--- config.mk ---
export PLATFORM = sky130hd
export DESIGN_NAME = speck_key_sequencer
export DESIGN_NICKNAME = d
export VERILOG_FILES = /design/src/rtl/speck_key_sequencer.sv
export SDC_FILE = /design/constraint.sdc
export NUM_CORES = 1
export LEC_CHECK = 0
export CAP_MARGIN = 20
export CORE_AREA = 2 2 207 209
export CTS_CLUSTER_SIZE = 24
export DETAILED_ROUTE_END_ITERATION = 8
export DIE_AREA = 0 0 209 211
export HOLD_SLACK_MARGIN = 0.1
export PLACE_DENSITY_LB_ADDON = 0.3
export SLEW_MARGIN = 10
export SYNTH_ARGS = -nofsm -noshare
export SYNTH_HDL_FRONTEND = slang
export SYNTH_SLANG_ARGS = --single-unit
--- constraint.sdc ---
create_clock -name clk -period 1.65 [get_ports clk]
set_input_delay 0.2475 -clock clk [delete_from_list [all_inputs] [get_ports clk]]
set_output_delay 0.2475 -clock clk [all_outputs]
set_load 0.02 [all_outputs]
--- src/rtl/speck_key_sequencer.sv ---
// ---------------------------------------------------------------------------------------------
// speck_key_sequencer
//
// Drives an external Speck key-schedule unit once per round. It streams NUM_ROUNDS round keys,
// taken from the low 64 bits of the running key word, over a valid/ready interface. The first
// round key is the master key itself. Each further round key comes from one key-schedule run.
//
// Ports
//   clk           system clock, rising edge
//   rst           synchronous active-high reset
//   start / key   begin a run; key is captured only on the accepting cycle
//   busy          high from start acceptance through the done cycle
//   done          one-cycle pulse after the last round-key handshake
//   rk_valid/rk_ready/rk_data/rk_index
//                 round-key stream; data and index hold while stalled
//   ks_start      one-cycle start pulse to the key-schedule unit (only while ks_state == 0)
//   ks_key        key word presented to the key-schedule unit
//   ks_round_ctr  zero-extended round index presented to the key-schedule unit
//   ks_finished   key-schedule finished level; only its rising edge is used
//   ks_outKey     updated key word returned by the key-schedule unit
//   ks_state      key-schedule state, 0 = idle
// ---------------------------------------------------------------------------------------------
module speck_key_sequencer #(
   parameter int unsigned NUM_ROUNDS = 32
) (
   input  logic         clk,
   input  logic         rst,
   input  logic         start,
   input  logic [127:0] key,
   output logic         busy,
   output logic         done,
   output logic         rk_valid,
   input  logic         rk_ready,
   output logic [63:0]  rk_data,
   output logic [4:0]   rk_index,
   output logic         ks_start,
   output logic [127:0] ks_key,
   output logic [63:0]  ks_round_ctr,
   input  logic         ks_finished,
   input  logic [127:0] ks_outKey,
   input  logic [3:0]   ks_state
);

   localparam logic [4:0] LastIdx = 5'(NUM_ROUNDS - 1);

   typedef enum logic [2:0] {
      StIdle,
      StEmit,
      StKsStart,
      StKsWait,
      StDone
   } state_e;

   state_e         state_q, state_d;
   logic [127:0]   kreg_q, kreg_d;
   logic [4:0]     idx_q, idx_d;
   logic           fin_q;
   logic           fin_rise;

   // The finished flag can be left high by an earlier run. Only a fresh 0->1 transition
   // counts as completion.
   assign fin_rise = ks_finished & ~fin_q;

   always_ff @(posedge clk) begin
      if (rst) begin
         state_q <= StIdle;
         kreg_q  <= '0;
         idx_q   <= '0;
         fin_q   <= 1'b0;
      end else begin
         state_q <= state_d;
         kreg_q  <= kreg_d;
         idx_q   <= idx_d;
         fin_q   <= ks_finished;
      end
   end

   always_comb begin
      state_d  = state_q;
      kreg_d   = kreg_q;
      idx_d    = idx_q;
      busy     = (state_q != StIdle);
      done     = 1'b0;
      rk_valid = 1'b0;
      ks_start = 1'b0;
      case (state_q)
         StIdle: begin
            if (start) begin
               kreg_d  = key;
               idx_d   = '0;
               state_d = StEmit;
            end
         end
         StEmit: begin
            rk_valid = 1'b1;
            if (rk_ready) begin
               state_d = (idx_q == LastIdx) ? StDone : StKsStart;
            end
         end
         StKsStart: begin
            // Hold off until the key-schedule unit is idle, then pulse once.
            if (ks_state == 4'd0) begin
               ks_start = 1'b1;
               state_d  = StKsWait;
            end
         end
         StKsWait: begin
            if (fin_rise) begin
               kreg_d  = ks_outKey;
               idx_d   = idx_q + 5'd1;
               state_d = StEmit;
            end
         end
         StDone: begin
            done    = 1'b1;
            state_d = StIdle;
         end
         default: state_d = StIdle;
      endcase
   end

   // kreg and idx only change on a handshake or a key-schedule completion, so they are
   // stable during stalls and across KS_START/KS_WAIT.
   assign rk_data      = kreg_q[63:0];
   assign rk_index     = idx_q;
   assign ks_key       = kreg_q;
   assign ks_round_ctr = {59'd0, idx_q};

endmodule
==> out/metrics.csv <==
stage;metric;value;unit
outcome;status;finished with violations;
outcome;failing checks;negative setup slack;
placement;DP Wirelength;20.7;mm
timing;Hold Violations, Final;0;
synthesis;area leader, netlist;dfxtp_1;
synthesis;top-area cell type share of the netlist area;0.385;
global_routing;first-pass GRT wire length;43.6;mm
final_layout;synthesis-to-layout area growth;109;%
global_routing;total track usage;0.131;
power_and_ir_drop;Lkg Pwr;0.00680;uW
timing;fin crit share;1.06;
synthesis;syn avg cell area;9.41;um2
routing;via count;7179;
power_and_ir_drop;Design Power;20100;uW
critical_path;Slowest-stage cell, CP;dfxtp_2;
floorplan;Die Wd;209;um
cts;CTS tree;yes;
timing;Max Clk Rate;572;MHz
cts;Clock Pin Slew Worst Setup and Hold Paths;0.06;ns
power_and_ir_drop;IR drop worst, VDD;0.000596;V
timing;Setup-failing EPs final;68;
final_layout;final design utilization;0.357;
cts;cts bufs inserted;17;
final_layout;fraction of layout cells with a size suffix above 1;0.318;
critical_path;crit-path cells;buf_6, and4b_1, o21ba_4, buf_12, buf_16, buf_12, buf_12, nor2_2, a211oi_2;
routing;drt total wl;30.3;mm
global_routing;initial antenna violation count;0;
final_layout;Ant. Diodes;0;
synthesis;synth cell count leaders;138 x buf_4, 137 x dfxtp_1, 134 x nor2_1;
critical_path;Startpoint Class;flop;
synthesis;Syn. warnings;0;
synthesis;Synth Register Bits;137;
cts;clk buf depth;2;
routing;Via density;4.01;
routing;ANT nets after route;0;
routing;Routed WL per cell;16.9;um
synthesis;Main synth FF type;dfxtp_1;
critical_path;CP endpoint kind;flop;
synthesis;top-count cell post-synth;buf_4;
synthesis;Synth cell types;38;
critical_path;Setup CP Type;reg -> reg;
routing;TritonRoute pass-1 iters;4;
synthesis;Mapped Area;0.00713;mm2
cts;CTS Sinks;137;
critical_path;Worst Path Required;1.96;ns
final_layout;Layout Nets;1507;
synthesis;top post-synthesis cells by area;dfxtp_1 38%, mux2i_1 18%, buf_4 15%;
cts;htree depth;4;
timing;Final Max Slew Viols;0;
synthesis;EDFF count, synth;0;
floorplan;die area;0.0441;mm2
power_and_ir_drop;PD cells;1350;mW/mm2
cts;CTS root buf;clkbuf_16;
floorplan;Initial Utilization;0.171;
timing;Clock Skews;0.00803;ns
placement;DP Worst Slack;-0.725;ns
placement;# port buffers;470;
critical_path;Most Frequent Cell on Critical Path;buf_12;
floorplan;Core Area;0.0418;mm2
timing;unrepaired setup endpoints after global routing;true;
hold_path;HP Class;in -> reg;
synthesis;asr flop ratio synth;0;
routing;Residual DRC;0;
critical_path;Largest stage delay, worst path;0.33;ns
timing;worst setup margin;-0.0975;ns
job;Max Cap Viol;0;
timing;shortest clock period the worst path allows after layout;1.75;ns
cts;Clock Latency Late Sink;0.43;ns
synthesis;sequential share of the synthesized area;0.385;
floorplan;Rows;75;
floorplan;I/O pins;530;
synthesis;synthesized instance count;758;
global_routing;largest net degree at the start of global routing;65;
critical_path;critical path fanouts, max;7;
floorplan;Die H;211;um
routing;detailed router's first-iteration violation count;201;
global_routing;vias in the first global route;7246;
critical_path;WP data arrival;2.06;ns
global_routing;gr ovfl total;0;
placement;Final GP Congestion;0.750;
-- area by class of cell --
type | count | area (um2)
tap | 539 | 674
timing repair buffer | 595 | 6390
clock buffer | 19 | 453
fill | 4223 | 26800
inverter | 3 | 11.3
clock inverter | 12 | 174
multi-input combinational | 486 | 4450
sequential | 137 | 2750
-- critical path, delay by kind of cell (launching register included) --
kind	cells	cell delay, ns
AND/OR/NAND/NOR	2	0.31
AO/OA/AOI/OAI	2	0.32
buffers and inverters	5	0.65
flip-flops	1	0.33
-- per-layer routing --
| metal | GRT usage | up-vias | wire length, um |
|---|---|---|---|
| met2 | 0.237 | 301 | 15800 |
| met5 | 0 | - | 0 |
| met1 | 0.145 | 3384 | 11800 |
| li1 | - | 3481 | - |
| met4 | 0.0392 | 0 | 367 |
| met3 | 0.0442 | 13 | 2310 |
-- layout by cell type, fill, tap and decap left out, types with 3 or more instances in the layout --
cell type,count
clkdlybuf4s50_1,259
dlygate4sd2_1,199
dfxtp_1,134
a211oi_2,96
mux2i_1,79
nor2_1,60
conb_1,59
nor2_2,44
mux2i_2,33
a211oi_1,31
nor2_4,31
buf_4,29
buf_8,29
buf_6,28
buf_12,24
clkbuf_16,23
mux2i_4,17
buf_16,14
bufinv_16,4
clkinv_2,4
dlymetal6s2s_1,4
nor3_1,3
clkinv_4,3
-- repair_timing --
action                                  in CTS  in global routing
resized for setup                          426                198
setup buffers                               27                  2
endpoints found under the setup margin     330                132
endpoints found under the hold margin        2                  0
hold buffers                                 1                  0
gates cloned                                16                  6
pin swaps                                   87                 59
-- worst paths after layout --
path / start / slack [ns] / endpoint / depth (start not counted)
max: state_q[0] / -0.1 / ks_key[4] / 9
min: ks_state[1] / 0.37 / state_q[0] / 5
max reg2reg: state_q[0] / -0.1 / ks_key[4] / 9
min reg2reg: ks_key[87] / 0.49 / ks_key[87] / 2
-- registers in the layout, indices dropped and copies added, names as in the netlist --
name / count
ks_key: 128
rk_index: 5
state_q: 3
fin_q: 1
-- cell families (layout without fill, tap and decap cells) --
logic type      after synthesis  count (layout)  share of synthesized area
simple gates                154             154                     0.0892
buf+inv                     193             629                      0.191
other cells                   1              59                   0.000526
compound gates              142             142                      0.150
flops                       137             137                      0.385
fa+ha+maj                     2               2                    0.00351
mux                         129             129                      0.181
-- where the power goes --
part	switching (uW)	internal (uW)	leakage, uW	total, uW
Sequential	741	4180	0.00114	4920
Clock	1550	2600	0.000309	4140
Combinational	5510	5500	0.00535	11000
-- through the flow --
step                      hold slack, ns  instances  setup TNS, ns  cell area, um2
after detailed placement           0.491       1714         -36.13           12100
after floorplan                    0.366        816              0            7350
after global routing               0.364       1791          -9.75           14900
final                              0.366       1791          -2.60           14900
after CTS                          0.385       1788          -4.96           14100
after global placement             0.484       1714         -33.92           12100
Power figures use the tool's default switching activity.
